## src/rtl/spi_chan_pkg.sv

```systemverilog
// spi_chan_pkg: shared word width, default marker words and RX state encoding
// for the SPI packet channel controller.
package spi_chan_pkg;
   localparam int WORD_W = 16;
   localparam logic [WORD_W-1:0] DEF_START_WORD = 16'h09BB;
   localparam logic [WORD_W-1:0] DEF_IDLE_WORD = 16'h0000;
   typedef enum logic [1:0] {RX_IDLE, RX_LEN, RX_PAYLOAD, RX_DROP} rx_state_t;
endpackage

```

## src/rtl/spi_chan_ctrl_if.sv

```systemverilog
// spi_chan_ctrl_if: word-level signals between the SPI slave core, the FIFOs
// and the packet controller; the controller takes the slave modport.
interface spi_chan_ctrl_if;
   import spi_chan_pkg::*;
   logic [WORD_W-1:0] rx_word;
   logic              rx_word_vld;
   logic [WORD_W-1:0] rxf_data;
   logic              rxf_wr;
   logic              rxf_sop;
   logic              rxf_eop;
   logic              rxf_full;
   logic              rx_drop;
   logic [WORD_W-1:0] pkt_cnt;
   logic              tx_req;
   logic [WORD_W-1:0] txa_data;
   logic              txa_empty;
   logic              txa_rd;
   logic [WORD_W-1:0] txb_data;
   logic              txb_empty;
   logic              txb_rd;
   logic [WORD_W-1:0] tx_word;
   modport slave (
      input  rx_word, rx_word_vld, rxf_full, tx_req, txa_data, txa_empty, txb_data, txb_empty,
      output rxf_data, rxf_wr, rxf_sop, rxf_eop, rx_drop, pkt_cnt, txa_rd, txb_rd, tx_word
   );
   modport master (
      output rx_word, rx_word_vld, rxf_full, tx_req, txa_data, txa_empty, txb_data, txb_empty,
      input  rxf_data, rxf_wr, rxf_sop, rxf_eop, rx_drop, pkt_cnt, txa_rd, txb_rd, tx_word
   );
endinterface

```

## src/rtl/spi_tx_arb.sv

```systemverilog
// spi_tx_arb: 2:1 round-robin arbiter between the data (A) and control (B)
// FIFOs, registering the granted head word as the next MISO word.
module spi_tx_arb import spi_chan_pkg::*; #(
   parameter logic [WORD_W-1:0] IDLE_WORD = DEF_IDLE_WORD
) (
   input  logic              clk,
   input  logic              rst,
   input  logic              req_i,
   input  logic [WORD_W-1:0] a_data_i,
   input  logic              a_empty_i,
   input  logic [WORD_W-1:0] b_data_i,
   input  logic              b_empty_i,
   output logic              a_rd_o,
   output logic              b_rd_o,
   output logic [WORD_W-1:0] word_o
);
   logic              last_b_q, last_b_d;
   logic [WORD_W-1:0] word_q, word_d;
   // last_b_q set means B was granted last, so A wins the next contested request
   always_comb begin
      a_rd_o   = req_i && !a_empty_i && (b_empty_i || last_b_q);
      b_rd_o   = req_i && !b_empty_i && (a_empty_i || !last_b_q);
      last_b_d = a_rd_o ? 1'b0 : b_rd_o ? 1'b1 : last_b_q;
      word_d   = a_rd_o ? a_data_i : b_rd_o ? b_data_i : req_i ? IDLE_WORD : word_q;
   end
   always_ff @(posedge clk or posedge rst) begin
      if (rst) begin
         last_b_q <= 1'b1;
         word_q   <= IDLE_WORD;
      end else begin
         last_b_q <= last_b_d;
         word_q   <= word_d;
      end
   end
   assign word_o = word_q;
endmodule

```

## src/rtl/spi_chan_ctrl.sv

```systemverilog
// spi_chan_ctrl: frames received SPI words into length-delimited packets for
// the RX FIFO and feeds MISO words from two TX FIFOs via round-robin.
module spi_chan_ctrl import spi_chan_pkg::*; #(
   parameter logic [WORD_W-1:0] START_WORD = DEF_START_WORD,
   parameter logic [WORD_W-1:0] IDLE_WORD  = DEF_IDLE_WORD,
   parameter int                MAX_LEN    = 255
) (
   input logic            clk,
   input logic            rst,
   spi_chan_ctrl_if.slave bus
);
   localparam logic [WORD_W-1:0] MAX_W = WORD_W'(MAX_LEN);
   rx_state_t         state_q, state_d;
   logic [WORD_W-1:0] cnt_q, cnt_d, data_q, data_d, pkt_q, pkt_d;
   logic              first_q, first_d, wr_q, wr_d, sop_q, sop_d, eop_q, eop_d, drop_q, drop_d;
   logic              last;
   assign last = cnt_q == WORD_W'(1);
   always_comb begin
      state_d = state_q;
      cnt_d   = cnt_q;
      first_d = first_q;
      data_d  = data_q;
      pkt_d   = pkt_q;
      wr_d    = 1'b0;
      sop_d   = 1'b0;
      eop_d   = 1'b0;
      drop_d  = 1'b0;
      if (bus.rx_word_vld) begin
         case (state_q)
            RX_IDLE: state_d = (bus.rx_word == START_WORD) ? RX_LEN : RX_IDLE;
            RX_LEN: begin
               if (bus.rx_word == '0 || bus.rx_word > MAX_W) begin
                  drop_d  = 1'b1;
                  state_d = RX_IDLE;
               end else begin
                  cnt_d   = bus.rx_word;
                  first_d = 1'b1;
                  state_d = RX_PAYLOAD;
               end
            end
            RX_PAYLOAD: begin
               cnt_d   = cnt_q - WORD_W'(1);
               first_d = 1'b0;
               if (bus.rxf_full) begin
                  drop_d  = 1'b1;
                  state_d = last ? RX_IDLE : RX_DROP;
               end else begin
                  wr_d    = 1'b1;
                  data_d  = bus.rx_word;
                  sop_d   = first_q;
                  eop_d   = last;
                  pkt_d   = last ? pkt_q + WORD_W'(1) : pkt_q;
                  state_d = last ? RX_IDLE : RX_PAYLOAD;
               end
            end
            RX_DROP: begin
               cnt_d   = cnt_q - WORD_W'(1);
               state_d = last ? RX_IDLE : RX_DROP;
            end
            default: state_d = RX_IDLE;
         endcase
      end
   end
   always_ff @(posedge clk or posedge rst) begin
      if (rst) begin
         state_q <= RX_IDLE;
         cnt_q   <= '0;
         first_q <= 1'b0;
         data_q  <= '0;
         pkt_q   <= '0;
         wr_q    <= 1'b0;
         sop_q   <= 1'b0;
         eop_q   <= 1'b0;
         drop_q  <= 1'b0;
      end else begin
         state_q <= state_d;
         cnt_q   <= cnt_d;
         first_q <= first_d;
         data_q  <= data_d;
         pkt_q   <= pkt_d;
         wr_q    <= wr_d;
         sop_q   <= sop_d;
         eop_q   <= eop_d;
         drop_q  <= drop_d;
      end
   end
   assign bus.rxf_data = data_q;
   assign bus.rxf_wr   = wr_q;
   assign bus.rxf_sop  = sop_q;
   assign bus.rxf_eop  = eop_q;
   assign bus.rx_drop  = drop_q;
   assign bus.pkt_cnt  = pkt_q;
   spi_tx_arb #(.IDLE_WORD(IDLE_WORD)) u_tx_arb (
      .clk       (clk),
      .rst       (rst),
      .req_i     (bus.tx_req),
      .a_data_i  (bus.txa_data),
      .a_empty_i (bus.txa_empty),
      .b_data_i  (bus.txb_data),
      .b_empty_i (bus.txb_empty),
      .a_rd_o    (bus.txa_rd),
      .b_rd_o    (bus.txb_rd),
      .word_o    (bus.tx_word)
   );
endmodule

```

## src/flat_wrapper.sv

```systemverilog
// flat-port wrapper written by rule: the top's interface ports become plain ports
module spi_chan_ctrl_flat import spi_chan_pkg::*;
#(
   parameter logic [WORD_W-1:0] START_WORD = DEF_START_WORD,
   parameter logic [WORD_W-1:0] IDLE_WORD  = DEF_IDLE_WORD,
   parameter int                MAX_LEN    = 255
)
  (clk, rst, bus_rx_word, bus_rx_word_vld, bus_rxf_full, bus_tx_req, bus_txa_data, bus_txa_empty, bus_txb_data, bus_txb_empty, bus_rxf_data, bus_rxf_wr, bus_rxf_sop, bus_rxf_eop, bus_rx_drop, bus_pkt_cnt, bus_txa_rd, bus_txb_rd, bus_tx_word);
  spi_chan_ctrl_if bus_i ();
  input logic clk;
  input logic rst;
  input wire logic [$bits(bus_i.rx_word)-1:0] bus_rx_word;
  input wire logic [$bits(bus_i.rx_word_vld)-1:0] bus_rx_word_vld;
  input wire logic [$bits(bus_i.rxf_full)-1:0] bus_rxf_full;
  input wire logic [$bits(bus_i.tx_req)-1:0] bus_tx_req;
  input wire logic [$bits(bus_i.txa_data)-1:0] bus_txa_data;
  input wire logic [$bits(bus_i.txa_empty)-1:0] bus_txa_empty;
  input wire logic [$bits(bus_i.txb_data)-1:0] bus_txb_data;
  input wire logic [$bits(bus_i.txb_empty)-1:0] bus_txb_empty;
  output wire logic [$bits(bus_i.rxf_data)-1:0] bus_rxf_data;
  output wire logic [$bits(bus_i.rxf_wr)-1:0] bus_rxf_wr;
  output wire logic [$bits(bus_i.rxf_sop)-1:0] bus_rxf_sop;
  output wire logic [$bits(bus_i.rxf_eop)-1:0] bus_rxf_eop;
  output wire logic [$bits(bus_i.rx_drop)-1:0] bus_rx_drop;
  output wire logic [$bits(bus_i.pkt_cnt)-1:0] bus_pkt_cnt;
  output wire logic [$bits(bus_i.txa_rd)-1:0] bus_txa_rd;
  output wire logic [$bits(bus_i.txb_rd)-1:0] bus_txb_rd;
  output wire logic [$bits(bus_i.tx_word)-1:0] bus_tx_word;
  assign bus_i.rx_word = bus_rx_word;
  assign bus_i.rx_word_vld = bus_rx_word_vld;
  assign bus_i.rxf_full = bus_rxf_full;
  assign bus_i.tx_req = bus_tx_req;
  assign bus_i.txa_data = bus_txa_data;
  assign bus_i.txa_empty = bus_txa_empty;
  assign bus_i.txb_data = bus_txb_data;
  assign bus_i.txb_empty = bus_txb_empty;
  assign bus_rxf_data = bus_i.rxf_data;
  assign bus_rxf_wr = bus_i.rxf_wr;
  assign bus_rxf_sop = bus_i.rxf_sop;
  assign bus_rxf_eop = bus_i.rxf_eop;
  assign bus_rx_drop = bus_i.rx_drop;
  assign bus_pkt_cnt = bus_i.pkt_cnt;
  assign bus_txa_rd = bus_i.txa_rd;
  assign bus_txb_rd = bus_i.txb_rd;
  assign bus_tx_word = bus_i.tx_word;
  spi_chan_ctrl #(.START_WORD(START_WORD), .IDLE_WORD(IDLE_WORD), .MAX_LEN(MAX_LEN)) u_core (.clk(clk), .rst(rst), .bus(bus_i));
endmodule
```

## config.mk

```make
export PLATFORM = sky130hd
export DESIGN_NAME = spi_chan_ctrl_flat
export DESIGN_NICKNAME = d
export VERILOG_FILES = /design/src/rtl/spi_chan_pkg.sv /design/src/rtl/spi_chan_ctrl_if.sv /design/src/rtl/spi_tx_arb.sv /design/src/rtl/spi_chan_ctrl.sv /design/src/flat_wrapper.sv
export SDC_FILE = /design/constraint.sdc
export NUM_CORES = 1
export LEC_CHECK = 0
export ABC_AREA = 1
export CAP_MARGIN = 20
export CORE_UTILIZATION = 48
export DETAILED_ROUTE_END_ITERATION = 12
export PLACE_DENSITY = 0.8
export SYNTH_ARGS = -nofsm -noshare
export SYNTH_HDL_FRONTEND = slang
export SYNTH_SLANG_ARGS = --single-unit
```

## constraint.sdc

```tcl
create_clock -name clk -period 2.38 [get_ports clk]
set_input_delay 0.238 -clock clk [delete_from_list [all_inputs] [get_ports clk]]
set_output_delay 0.238 -clock clk [all_outputs]
set_load 0.01 [all_outputs]
```

# Yosys cells after proc, flatten, opt, wreduce, memory -nomap -nowiden
# Cells that the tools add are included.
[word_totals]
regBits = 72
inputBits = 55
out_inout_bits = 54
word_cells = 70
[op_classes]
add_sub_neg = 2
order_cmp = 1
n_eq_ne = 6
muxes = 28
n_bitwise = 1
n_reduce_logical = 21
[op_table]
columns = ["operator", "n"]
rows = [
  ["2-to-1 mux 16 bit", 4],
  ["case mux 16 bit (2 select lines)", 1],
  ["adder 16 x 1 -> 16 bit (second input constant)", 1],
  ["== test 16 x 1 -> 1 bit (second input constant)", 1],
  ["== test 16 x 12 -> 1 bit (second input constant)", 1],
  ["> comparator 16 x 8 -> 1 bit (second input constant)", 1],
  ["zero test 16 bit", 1],
  ["2-to-1 mux 1 bit", 16],
  ["subtractor 16 x 1 -> 16 bit (second input constant)", 1],
  ["AND reduction 3 bit", 3],
  ["2-to-1 mux 2 bit", 4],
  ["case mux 2 bit (4 select lines)", 1],
  ["nonzero test 2 bit", 3],
  ["== test 2 bit (second input constant)", 2],
  ["logical AND 1 bit", 4],
  ["case mux 1 bit (2 select lines)", 2],
  ["AND reduction 4 bit", 1],
  ["zero test 1 bit", 3],
  ["logical OR 1 bit", 3],
  ["nonzero test 3 bit", 1],
  ["== test 2 x 1 -> 1 bit (second input constant)", 1],
  ["zero test 2 bit", 1],
  ["!= test 2 bit (second input constant)", 1],
  ["OR reduction 2 bit", 1],
  ["NOT 1 bit", 1],
]

# Depth between registers and ports, before layout
# Gate-level depths: netlist of the first run.
[depth]
word_depth = 5
depth_mapped = 10
depth_no_buf = 10

# By module
# Synthesis of the first run repeated with hierarchy kept, for this count alone.
[unflattened]
hier_cells = 540
area_unflattened_um2 = 3996.3
[modules_own_cells]
columns = ["module", "instances", "cells_each", "area_each_um2", "seq_area_each_um2"]
rows = [
  ["spi_chan_ctrl", 1, 441, 3161.8, 1376.3],
  ["spi_tx_arb", 1, 99, 834.6, 426.7],
]

# Worst setup path before layout of the first run
# Ideal clock, no wire load.
[synth_path]
path_type = "register to register"
from = "reg u_core.state_q[0]"
to = "reg u_core.cnt_q[1]"
setup_time_ns = 0.127
arrival_time_ns = 1.416
t_required_ns = 2.253
slack_ns = 0.836
stages_incl_launch_ff = 10
path_buffers = 1
synth_period_minus_slack_ns = 1.544
path_cell_list = "dfrtp_1 inv_1 ha_1 nor2_1 inv_2 nor2_1 nor2_2 a21boi_1 buf_2 o21ai_0"
[synth_via]
elab_chain_cells = 4
word_cells_on_any_way = 8
cone_classes = "eq/ne (4); mux (1); reduce/logical (3)"
[synth_rtl]
columns = ["element", "line_no", "rtl"]
rows = [
  ["start: declaration", "spi_chan_ctrl.sv:13", "rx_state_t state_q, state_d;"],
  ["start signal: assignment", "spi_chan_ctrl.sv:76", "state_q <= state_d;"],
  ["== test 2 bit", "spi_chan_ctrl.sv:29", "case (state_q)"],
  ["OR reduction 2 bit (no line)", "-", ""],
  ["nonzero test 2 bit (no line)", "-", ""],
  ["AND reduction 3 bit (no line)", "-", ""],
  ["end signal: assignment", "spi_chan_ctrl.sv:77", "cnt_q <= cnt_d;"],
  ["end: declaration", "spi_chan_ctrl.sv:14", "logic [WORD_W-1:0] cnt_q, cnt_d, data_q, data_d, pkt_q, pkt_d;"],
]
# Parallel ways exist; a longest one is shown, timed or not.
# A chain may end at the register's enable or synchronous reset.

# Final worst setup path of the first run
[layout_path]
from = "in bus_tx_req"
to = "out bus_txa_rd"
[layout_via]
elab_chain_cells = 2
[layout_rtl]
columns = ["element", "line_no", "rtl"]
rows = [
  ["start: declaration", "flat_wrapper.sv:15", "input wire logic [$bits(bus_i.tx_req)-1:0] bus_tx_req;"],
  ["logical AND 1 bit (2 in series)", "spi_tx_arb.sv:21", "a_rd_o = req_i && !a_empty_i && (b_empty_i || last_b_q);"],
  ["end: declaration", "flat_wrapper.sv:26", "output wire logic [$bits(bus_i.txa_rd)-1:0] bus_txa_rd;"],
]
# Every way passes these cells.

==> results of run 1 <==
[cell type report]
cell class | instances | share of cell area
multi-input cells | 400 | 0.345
inverters | 55 | 0.0388
clock inverters | 5 | 0.0106
well taps | 102 | 0.0240
flip-flops and latches | 72 | 0.339
repair buffers | 117 | 0.216
clock buffers | 11 | 0.0266
[cell usage after synthesis, types with 5 or more instances]
cell type,number,share of area
sky130_fd_sc_hd__nor2_1,50,0.048
sky130_fd_sc_hd__ha_1,7,0.022
sky130_fd_sc_hd__dfrtp_1,71,0.45
sky130_fd_sc_hd__inv_2,5,0.0048
sky130_fd_sc_hd__clkbuf_1,5,0.0048
sky130_fd_sc_hd__inv_1,50,0.048
sky130_fd_sc_hd__o21ai_0,36,0.046
sky130_fd_sc_hd__nor3_1,6,0.0076
sky130_fd_sc_hd__nand2_1,213,0.20
sky130_fd_sc_hd__nand3_1,45,0.057
sky130_fd_sc_hd__nand4_1,8,0.013
sky130_fd_sc_hd__xor2_1,10,0.022
[metal layers]
layer | vias to the layer above | routed length, um
met5 | - | 0
met4 | 0 | 319
met3 | 25 | 677
met2 | 133 | 4750
met1 | 1739 | 4280
li1 | 1923 | -
[worst reg2reg max path, delay by kind of cell (launching register included)]
family | cells | cell delay [ns]
adder cells (fa/ha/maj) | 1 | 0.24
flip-flops | 1 | 0.41
AO/OA/AOI/OAI | 1 | 0.08
AND/OR/NAND/NOR | 2 | 0.51
buffers and inverters | 3 | 0.50
[sequential cells by signal, indices dropped and copies added (netlist names)]
name and cells:
u_core.bus.pkt_cnt 16, u_core.bus.rxf_wr 1, u_core.u_tx_arb.word_o 16, u_core.u_tx_arb.last_b_q 1, u_core.first_q 1, u_core.bus.rxf_sop 1
u_core.cnt_q 16, u_core.bus.rxf_data 16, u_core.bus.rx_drop 1, u_core.bus.rxf_eop 1, u_core.state_q 2
[cells in the final DEF (no fill, tap or decap), drive strengths merged, types with 7 or more instances in the layout]
cell type and instances:
xor2 10, nand3 46, dfrtp 71, nor3 9
inv 55, buf 9, clkbuf 11, clkdlybuf4s50 108
nand2 213, nand4 8, nor2 53, o21ai 44
ha 7
[final timing paths]
| path | from | to | depth (start not counted) |
|---|---|---|---|
| max | bus_tx_req | bus_txa_rd | 4 |
| min | rst | u_core.bus.pkt_cnt[4] | 3 |
| min reg2reg | u_core.bus.rxf_data[15] | u_core.bus.rxf_data[15] | 2 |
| min in group clk | bus_txb_data[6] | u_core.u_tx_arb.word_o[6] | 3 |
| max in group asynchronous | rst | u_core.bus.rxf_data[4] | 3 |
| max reg2reg | u_core.state_q[0] | u_core.bus.rxf_data[3] | 7 |
[where the power goes]
part | internal, mW | leakage, nW | switching (mW)
clock network | 0.511 | 0.0993 | 0.446
logic | 0.484 | 1.49 | 0.604
registers | 1.45 | 0.893 | 0.201
[logic make-up after synthesis]
group	Yosys count	share of synthesized area
xor+xnor	11	0.0245
simple gates	331	0.349
buf+inv	69	0.0739
compound gates	51	0.0707
flops	72	0.459
fa+ha+maj	7	0.0223
==> reports/results.ini, run 1 <==
[run_status]
outcome = finished, final reports clean

[global_route]
met1_capacity_usage_during_global_routing = 0.303
met3_usage = 0.0575
grt_pass1_wl_um = 16900
globalRouteMet2Util = 0.423
grt_max_degree = 50
number_of_global_route_vias_before_repair = 3749
grt_usage = 0.251
initial_antenna_violation_count = 0
top_usage_layer = met2
grt-ovfl-total = 0

[placed_design]
place.port_buffers = 108
detailedPlacementHpwl_um = 7650
setup_slack_after_placement_ns = 0.327
routabilityCongestion = 0.889
cell_count_after_placement = 746
placed_cell_area_um2 = 5120

[detailed_routing]
drt.antenna.violating_nets = 0
routed-via-count = 3820
drt-initial-drc-count = 173
detail_route.drc_violations = 0
routed_wirelength_um = 10000
routed_via_density = 5.01
drt-wirelength-per-cell_um = 13.2
firstDrtPassIters = 4

[synthesis]
synth_area_um2 = 3930
postSynthRegisterBits = 72
synth.net_count = 603
seq_area_frac_synth = 0.459
synth_enable_flop_cells = 0
yosys_most_used_dff = sky130_fd_sc_hd__dfrtp_1
ys_warnings = 0
async_reset_ff_frac = 1.00
postSynthAreaPerCell_um2 = 7.26
yosys.cell_types.count = 28
instance_count_of_the_mapped_netlist = 541

[floorplanning]
io-pin-count = 109
floorplan.die_area_um2 = 8550
fp-row-count = 32
core_area_um2 = 7810
floorplan.die.height_um = 92.4
die_w_um = 92.4
floorplan.initialDensity = 0.503

[cells_and_area]
fin_area_um2 = 5320
layout-drive-gt1-share = 0.0652
num_antenna_cells = 0
area_growth_from_synthesis_to_layout_pct = 35.4
sequential_cell_area_um2 = 1800
num-fill-cells = 679
finish.net_count = 717
finalNonFillerCells = 762
multiInputGateArea_um2 = 1830
final_core_util = 0.681

[clock_network]
cts-htree-levels = 3
cts_setup_buffers = 0
cts_hold_buffers = 0
cts_buffer_depth = 2
clock_insertion_delay_worst_skew_ns = 0.35
cts.sink_count = 72
clockRootBuffer = sky130_fd_sc_hd__clkbuf_8
cts_tree = done
cts_made_buffers = 9
path_clk_slew_ns = 0.08
post_cts.resized_instances = 0

[timing]
tightest_slew_ns = 0.596
final-setup-viol-count = 0
final_skew_ns = 0.0101
fin_crit_sh = 0.810
min_period_ns = 1.93
final_critical_path_setup_slack_ns = 0.452
finalHoldViolCount = 0
setup-tns-final_ns = 0
maxSlewViolCount = 0
worst_hold_slack_ns = 0.264
achievable-frequency_mhz = 519
setup_repair_after_global_routing_missed_its_margin = no
max_slew_margin = 0.602

[worst_setup_path]
critical_path.n_buffers_inverters = 3
regToRegSetupSlack_ns = 0.51
crit_path_end_kind = output pin
critPathMaxFanout = 18
worstPathRequired_ns = 2.14
crit_path_cell_trace = clkdlybuf4s50_1 -> inv_2 -> nor3_2 -> clkdlybuf4s50_1
path_delay_family = buffers and inverters
cp_max_stage_cell = sky130_fd_sc_hd__clkdlybuf4s50_1
worst-endpoint-arrival_ns = 1.69
timing_worst_setup_path_type = primary input to output pin
timing.critical_path.from_type = primary input
critical-path-top-cell-by-count = sky130_fd_sc_hd__clkdlybuf4s50_1
critical_path.max_stage_delay_ns = 0.58

[run]
cap_viol_max_count = 0

[power]
totalPowerFinal_mw = 3.70
power.density_cell_area_nw_per_um2 = 696
power.static_leakage_nw = 2.48
vdd_ir_drop_max_mv = 0.468

[hold_path]
min-delay-path-class = primary input to async pin

No activity file was read; power rests on OpenSTA's default activity.
==> inputs of run 2 (changes only) <==
--- a/config.mk
+++ b/config.mk
@@ -7,9 +7,9 @@
 export LEC_CHECK = 0
 export ABC_AREA = 1
 export CAP_MARGIN = 20
-export CORE_UTILIZATION = 48
+export CORE_UTILIZATION = 44
 export DETAILED_ROUTE_END_ITERATION = 12
-export PLACE_DENSITY = 0.8
+export PLACE_DENSITY = 0.77
 export SYNTH_ARGS = -nofsm -noshare
 export SYNTH_HDL_FRONTEND = slang
 export SYNTH_SLANG_ARGS = --single-unit
==> constraint.sdc (replaced) <==
create_clock -name clk -period 1.73 [get_ports clk]
set_input_delay 0.173 -clock clk [delete_from_list [all_inputs] [get_ports clk]]
set_output_delay 0.173 -clock clk [all_outputs]
set_load 0.01 [all_outputs]
==> run 2 against run 1 <==
Combinational power is 43% higher. Clock power rose by 56%. Power is 44% higher. Worst setup slack got worse by 0.36 ns. Hold slack worse by 0.14 ns. Wire length up 4.9%. Global-route usage is 1.7 points lower. Core utilization fell by 3.7 points. Cell count rose by 3.4%. Sequential cell count unchanged. Sequential share of layout area is 1.7 points lower. First-iteration DRC count rose by 0.58%. Largest cell class unchanged. Largest power group unchanged.
==> reports/results.ini, run 2 (synthesized netlist as in run 1, its figures left out) <==
[timing]
fin_crit_sh = 0.944
setup-tns-final_ns = 0  ; unchanged
maxSlewViolCount = 0  ; unchanged
finalHoldViolCount = 0  ; unchanged
achievable-frequency_mhz = 612
final-setup-viol-count = 0  ; unchanged
tightest_slew_ns = 0.504  ; -0.0927 ns
min_period_ns = 1.63
max_slew_margin = 0.664  ; +0.0613
final_skew_ns = 0.0123  ; +0.00218 ns
setup_repair_after_global_routing_missed_its_margin = yes

[power]
switching_fraction = 0.333  ; -0.00563
comb_power_share = 0.293  ; about the same
totalPowerFinal_mw = 5.32  ; +44%
power.static_leakage_nw = 2.61  ; +5.0%
vdd_ir_drop_max_mv = 0.534  ; +14%
internal-power_mw = 3.55  ; +45%
power_frac_clock = 0.280  ; +0.021
netSwitchingPower_mw = 1.77  ; +41%
power.density_cell_area_nw_per_um2 = 952  ; +37%
power.share.sequential = 0.427  ; -0.020

[clock_network]
path_clk_slew_ns = 0.08  ; about the same
cts_hold_buffers = 0  ; unchanged
clock_insertion_delay_worst_skew_ns = 0.35  ; about the same
cts_made_buffers = 9  ; unchanged
cts-htree-levels = 3  ; unchanged
cts_buffer_depth = 2  ; unchanged
cts.sink_count = 72  ; unchanged
clockRootBuffer = sky130_fd_sc_hd__clkbuf_8
cts_tree = done

[detailed_routing]
drt.antenna.violating_nets = 0  ; unchanged
drt-wirelength-per-cell_um = 13.3  ; +1.4%
firstDrtPassIters = 4  ; unchanged
detail_route.drc_violations = 0  ; unchanged
drt-initial-drc-count = 174  ; +0.58%
routed_wirelength_um = 10500  ; +4.9%
routed_via_density = 5.03  ; +0.42%
routed-via-count = 3967  ; +3.8%

[placed_design]
place.port_buffers = 108  ; unchanged
cell_count_after_placement = 768  ; +2.9%
detailedPlacementHpwl_um = 7880  ; +3.0%
routabilityCongestion = 0.896  ; +0.78%

[floorplanning]
floorplan.die_area_um2 = 9310  ; +8.9%
fp-row-count = 34  ; +6.3%
die_w_um = 96.5  ; +4.4%
core_area_um2 = 8680  ; +11%
io-pin-count = 109  ; unchanged
floorplan.initialDensity = 0.452  ; -0.0505
floorplan.die.height_um = 96.5  ; +4.4%

[run]
cap_viol_max_count = 0  ; unchanged

[worst_setup_path]
timing_worst_setup_path_type = flip-flop to flip-flop
regToRegSetupSlack_ns = 0.1  ; -0.41 ns
cp_max_stage_cell = sky130_fd_sc_hd__dfrtp_1
worst-endpoint-arrival_ns = 1.87  ; +0.18 ns
rr_endpoint = u_core.cnt_q[3]
timing.critical_path.from_type = flip-flop
critical_path.max_stage_delay_ns = 0.42  ; -0.16 ns
worstPathRequired_ns = 1.96  ; -0.18 ns
r2r_path_start = u_core.state_q[0]
crit_path_cell_trace = inv_2 -> ha_4 -> nor2_4 -> inv_2 -> nor2_2 -> nor2_2 -> buf_6 -> nand2_2 -> buf_6 -> nand2_1 -> o21ai_0
crit_path_end_kind = flip-flop
r2r_cells = 11  ; +4
critPathMaxFanout = 8  ; -10

[cells_and_area]
num-fill-cells = 740  ; +9.0%
area_growth_from_synthesis_to_layout_pct = 42.4
finish.net_count = 737  ; +2.8%
final_core_util = 0.644  ; -0.0368
layout-drive-gt1-share = 0.107  ; +0.0422
sequential_cell_area_um2 = 1800  ; unchanged
commonest_non_fill_non_tap_cell_in_the_layout = sky130_fd_sc_hd__nand2_1
most-common-layout-cells = 212 x sky130_fd_sc_hd__nand2_1, 106 x sky130_fd_sc_hd__clkdlybuf4s50_1, 71 x sky130_fd_sc_hd__dfrtp_1
num_antenna_cells = 0  ; unchanged
finalNonFillerCells = 788  ; +3.4%
multiInputGateArea_um2 = 1890  ; +3.1%

[run_status]
outcome = finished, final reports clean

[global_route]
initial_antenna_violation_count = 0  ; unchanged
number_of_global_route_vias_before_repair = 3729  ; -0.53%
grt_usage = 0.235  ; -0.0167
grt_max_degree = 35  ; -30%
grt_pass1_wl_um = 16600  ; -1.9%
grt-ovfl-total = 0  ; unchanged

[hold_path]
min-delay-path-class = primary input to async pin

## run 2: stage by stage
step	setup WS (ns)	cell area, um2	hold WS (ns)
after CTS	0.00725	5500	0.132
after floorplan	0.186	3930	0.266
after detailed placement	0.0492	5280	0.459
after global placement	0.102	5280	0.455
after global routing	-0.0101	5590	0.158
final	0.0964	5590	0.128
## run 2: repair_timing
item | in CTS | in global routing
setup buffers | 0 | 3
pin swaps | 0 | 2
gates resized for setup | 3 | 18
endpoints found under the setup margin | 4 | 49
gates cloned | 0 | 1
## run 2: layer usage
layer	global-route usage	part of all wire	wire length (um)	vias to the layer above
li1	-	-	-	1969
met1	0.275	0.41	4320	1839
met2	0.414	0.50	5250	142
met3	0.0548	0.073	768	17
met4	0.0907	0.017	181	0
met5	0	0	0	-
## run 2: power groups by stage
stage	Sequential (mW)	Clock [mW]	Combinational (mW)
detailed placement	2.29	0	1.54
CTS	2.26	1.53	1.55
floorplan	2.29	0	0.828
global route	2.31	1.60	1.77
global placement	2.28	0	1.50
finish	2.27	1.49	1.56
## run 2: worst max-delay path by stage
| stage | start | to | cells after the start |
|---|---|---|---|
| detailed placement | u_core.state_q[0] | u_core.cnt_q[2] | 10 |
| finish | u_core.state_q[0] | u_core.cnt_q[3] | 11 |
| global route | u_core.state_q[0] | u_core.cnt_q[7] | 11 |
| global placement | bus_rx_word_vld | u_core.bus.pkt_cnt[10] | 6 |
| CTS | u_core.state_q[0] | u_core.cnt_q[15] | 10 |
| floorplan | u_core.state_q[0] | u_core.cnt_q[1] | 9 |
## run 2: area by class of cell
cell class | count | share of cell area
multi-input cells | 400 | 0.338
flip-flops and latches | 72 | 0.323
repair buffers | 137 | 0.238
inverters | 55 | 0.0378
clock buffers | 11 | 0.0253
well taps | 108 | 0.0242
clock inverters | 5 | 0.0143
## run 2: critical path: cells and delay by family, from the launching register on
| family | cells | cell delay (ns) |
|---|---|---|
| AO/OA/AOI/OAI | 1 | 0.08 |
| AND/OR/NAND/NOR | 5 | 0.40 |
| flip-flops | 1 | 0.42 |
| adder cells (fa/ha/maj) | 1 | 0.17 |
| buffers and inverters | 4 | 0.44 |
==> inputs of run 3 (changes only) <==
--- a/config.mk
+++ b/config.mk
@@ -7,9 +7,10 @@
 export LEC_CHECK = 0
 export ABC_AREA = 1
 export CAP_MARGIN = 20
-export CORE_UTILIZATION = 44
+export CORE_UTILIZATION = 45
+export CTS_BUF_LIST = sky130_fd_sc_hd__clkbuf_4
 export DETAILED_ROUTE_END_ITERATION = 12
-export PLACE_DENSITY = 0.77
+export PLACE_DENSITY = 0.79
 export SYNTH_ARGS = -nofsm -noshare
 export SYNTH_HDL_FRONTEND = slang
 export SYNTH_SLANG_ARGS = --single-unit
==> run 3 against run 2 <==
Combinational power about the same. Clock power decreased by 38%. Non-clock buffer count fell by 2. Power shrank 10%. Core utilization rose by 1.0 points. Register-to-register slack about the same. First-iteration DRC count is 0.57% lower. Worst setup slack got worse by 0.014 ns. Die area is 2.2% lower. Via count is 0.38% higher. Largest power group unchanged. Highest routed layer unchanged.
==> reports/results.ini, run 3 (synthesized netlist as in run 1, its figures left out) <==
[run_status]
outcome = finished, final reports clean

[clock_network]
clock_insertion_delay_worst_skew_ns = 0.43  ; +0.08 ns
cts.sink_count = 72  ; unchanged
cts-htree-levels = 3  ; unchanged
path_clk_slew_ns = 0.14  ; +0.06 ns
clockRootBuffer = sky130_fd_sc_hd__clkbuf_4
cts_tree = done
cts_made_buffers = 9  ; unchanged
cts_buffer_depth = 2  ; unchanged

[worst_setup_path]
crit_path_cell_trace = clkdlybuf4s50_1
critPathMaxFanout = 5  ; -3
path_delay_family = buffers and inverters
worstPathRequired_ns = 1.56  ; -0.40 ns
r2r_cells = 8  ; -3
cp_max_stage_cell = sky130_fd_sc_hd__clkdlybuf4s50_1
critical_path.n_buffers_inverters = 1  ; -3
timing.critical_path.from_type = flip-flop
startpoint = u_core.bus.pkt_cnt[5]
worst-endpoint-arrival_ns = 1.47  ; -0.40 ns
timing_worst_setup_path_type = flip-flop to output pin
regToRegSetupSlack_ns = 0.09  ; about the same
critical_path.max_stage_delay_ns = 0.58  ; +0.16 ns
r2r_path_start = u_core.state_q[0]
rr_endpoint = u_core.cnt_q[11]
crit_path_end_kind = output pin

[timing]
tightest_slew_ns = 0.486  ; -0.0177 ns
max_slew_margin = 0.676  ; +0.0118
min_period_ns = 1.65  ; +0.0139 ns
final_critical_path_setup_slack_ns = 0.0825  ; -0.0139 ns
final-setup-viol-count = 0  ; unchanged
achievable-frequency_mhz = 607  ; -0.84%
finalHoldViolCount = 0  ; unchanged
maxSlewViolCount = 0  ; unchanged
setup-tns-final_ns = 0  ; unchanged
fin_crit_sh = 0.952  ; +0.00804
final_skew_ns = 0.0248  ; +0.0125 ns

[floorplanning]
io-pin-count = 109  ; unchanged
core_area_um2 = 8340  ; -3.9%
fp-row-count = 33  ; -2.9%
floorplan.die_area_um2 = 9100  ; -2.2%
floorplan.die.height_um = 95.4  ; -1.1%
die_w_um = 95.4  ; -1.1%
floorplan.initialDensity = 0.471  ; +0.0183

[global_route]
grt_max_degree = 30  ; -14%
grt-ovfl-total = 0  ; unchanged
number_of_global_route_vias_before_repair = 3716  ; -0.35%
grt_pass1_wl_um = 16800  ; +0.99%
initial_antenna_violation_count = 0  ; unchanged
grt_usage = 0.238  ; +0.00282

[placed_design]
detailedPlacementHpwl_um = 7840  ; -0.48%
place.port_buffers = 108  ; unchanged
setup_slack_after_placement_ns = 0.0221  ; -0.0271 ns
routabilityCongestion = 0.927  ; +3.5%

[cells_and_area]
most-common-layout-cells = 211 x sky130_fd_sc_hd__nand2_1, 106 x sky130_fd_sc_hd__clkdlybuf4s50_1, 70 x sky130_fd_sc_hd__dfrtp_1
finish.net_count = 735  ; -0.27%
sequential_cell_area_um2 = 1800  ; about the same
num-fill-cells = 722  ; -2.4%
num_antenna_cells = 0  ; unchanged
multiInputGateArea_um2 = 1890  ; +0.13%
area_growth_from_synthesis_to_layout_pct = 39.0
layout-drive-gt1-share = 0.105  ; -0.00263
commonest_non_fill_non_tap_cell_in_the_layout = sky130_fd_sc_hd__nand2_1

[power]
power.static_leakage_nw = 2.54  ; -2.7%
power.density_cell_area_nw_per_um2 = 876  ; -7.9%
vdd_ir_drop_max_mv = 0.498  ; -6.8%
totalPowerFinal_mw = 4.78  ; -10%

[detailed_routing]
routed_wirelength_um = 10400  ; -0.80%
routed_via_density = 5.09  ; +1.0%
routed-via-count = 3982  ; +0.38%
drt-initial-drc-count = 173  ; -0.57%
drt.antenna.violating_nets = 0  ; unchanged
firstDrtPassIters = 4  ; unchanged
drt-wirelength-per-cell_um = 13.3  ; -0.17%
detail_route.drc_violations = 0  ; unchanged

[hold_path]
min-delay-path-class = primary input to async pin

[run]
cap_viol_max_count = 0  ; unchanged

[run 3: final cells by class]
| type | instances | share of cell area |
|---|---|---|
| clock buffers | 9 | 0.0124 |
| clock inverters | 7 | 0.00871 |
| inverters | 55 | 0.0387 |
| repair buffers | 135 | 0.239 |
| multi-input cells | 400 | 0.347 |
| well taps | 105 | 0.0241 |
| flip-flops and latches | 72 | 0.331 |
[run 3: stage by stage]
stage                     instance area [um2]  hold WS, ns  utilization  cells
after floorplan                          3930        0.266            -    541
after global placement                   5250        0.456        0.629    762
after detailed placement                 5250        0.457        0.629    762
after CTS                                5360       0.0815        0.643    778
after global routing                     5460       0.0877        0.654    783
final                                    5460       0.0754        0.654    783
[run 3: layer usage]
metal  vias up  track usage  share of wire
met5         -            0              0
li1       1964            -              -
met4         0       0.0709          0.015
met1      1847        0.286           0.43
met3        18       0.0494          0.064
met2       153        0.425           0.49
[run 3: worst max-delay path by stage]
| stage | end | slack [ns] | cells past startpoint |
|---|---|---|---|
| final | bus_pkt_cnt[5] | 0.08 | 1 |
| after detailed placement | u_core.cnt_q[12] | 0.02 | 11 |
| after global placement | u_core.bus.rxf_data[4] | 0.09 | 6 |
| after floorplan | u_core.cnt_q[1] | 0.19 | 9 |
| after global routing | u_core.cnt_q[0] | -0.01 | 10 |
| after CTS | u_core.cnt_q[15] | 0.002 | 10 |
[run 3: timing repair]
action | CTS | global route
resized for setup | 2 | 17
gates cloned | 0 | 1
setup buffers | 0 | 4
endpoints found under the setup margin | 2 | 41
hold buffers | 0 | 0
pin swaps | 0 | 1
[run 3: power by group]
group	internal (mW)	leakage, nW	total, mW	switching, mW
registers	2.00	0.891	2.27	0.279
logic	0.704	1.60	1.58	0.873
clock network	0.292	0.0536	0.931	0.639
total	2.99	2.54	4.78	1.79
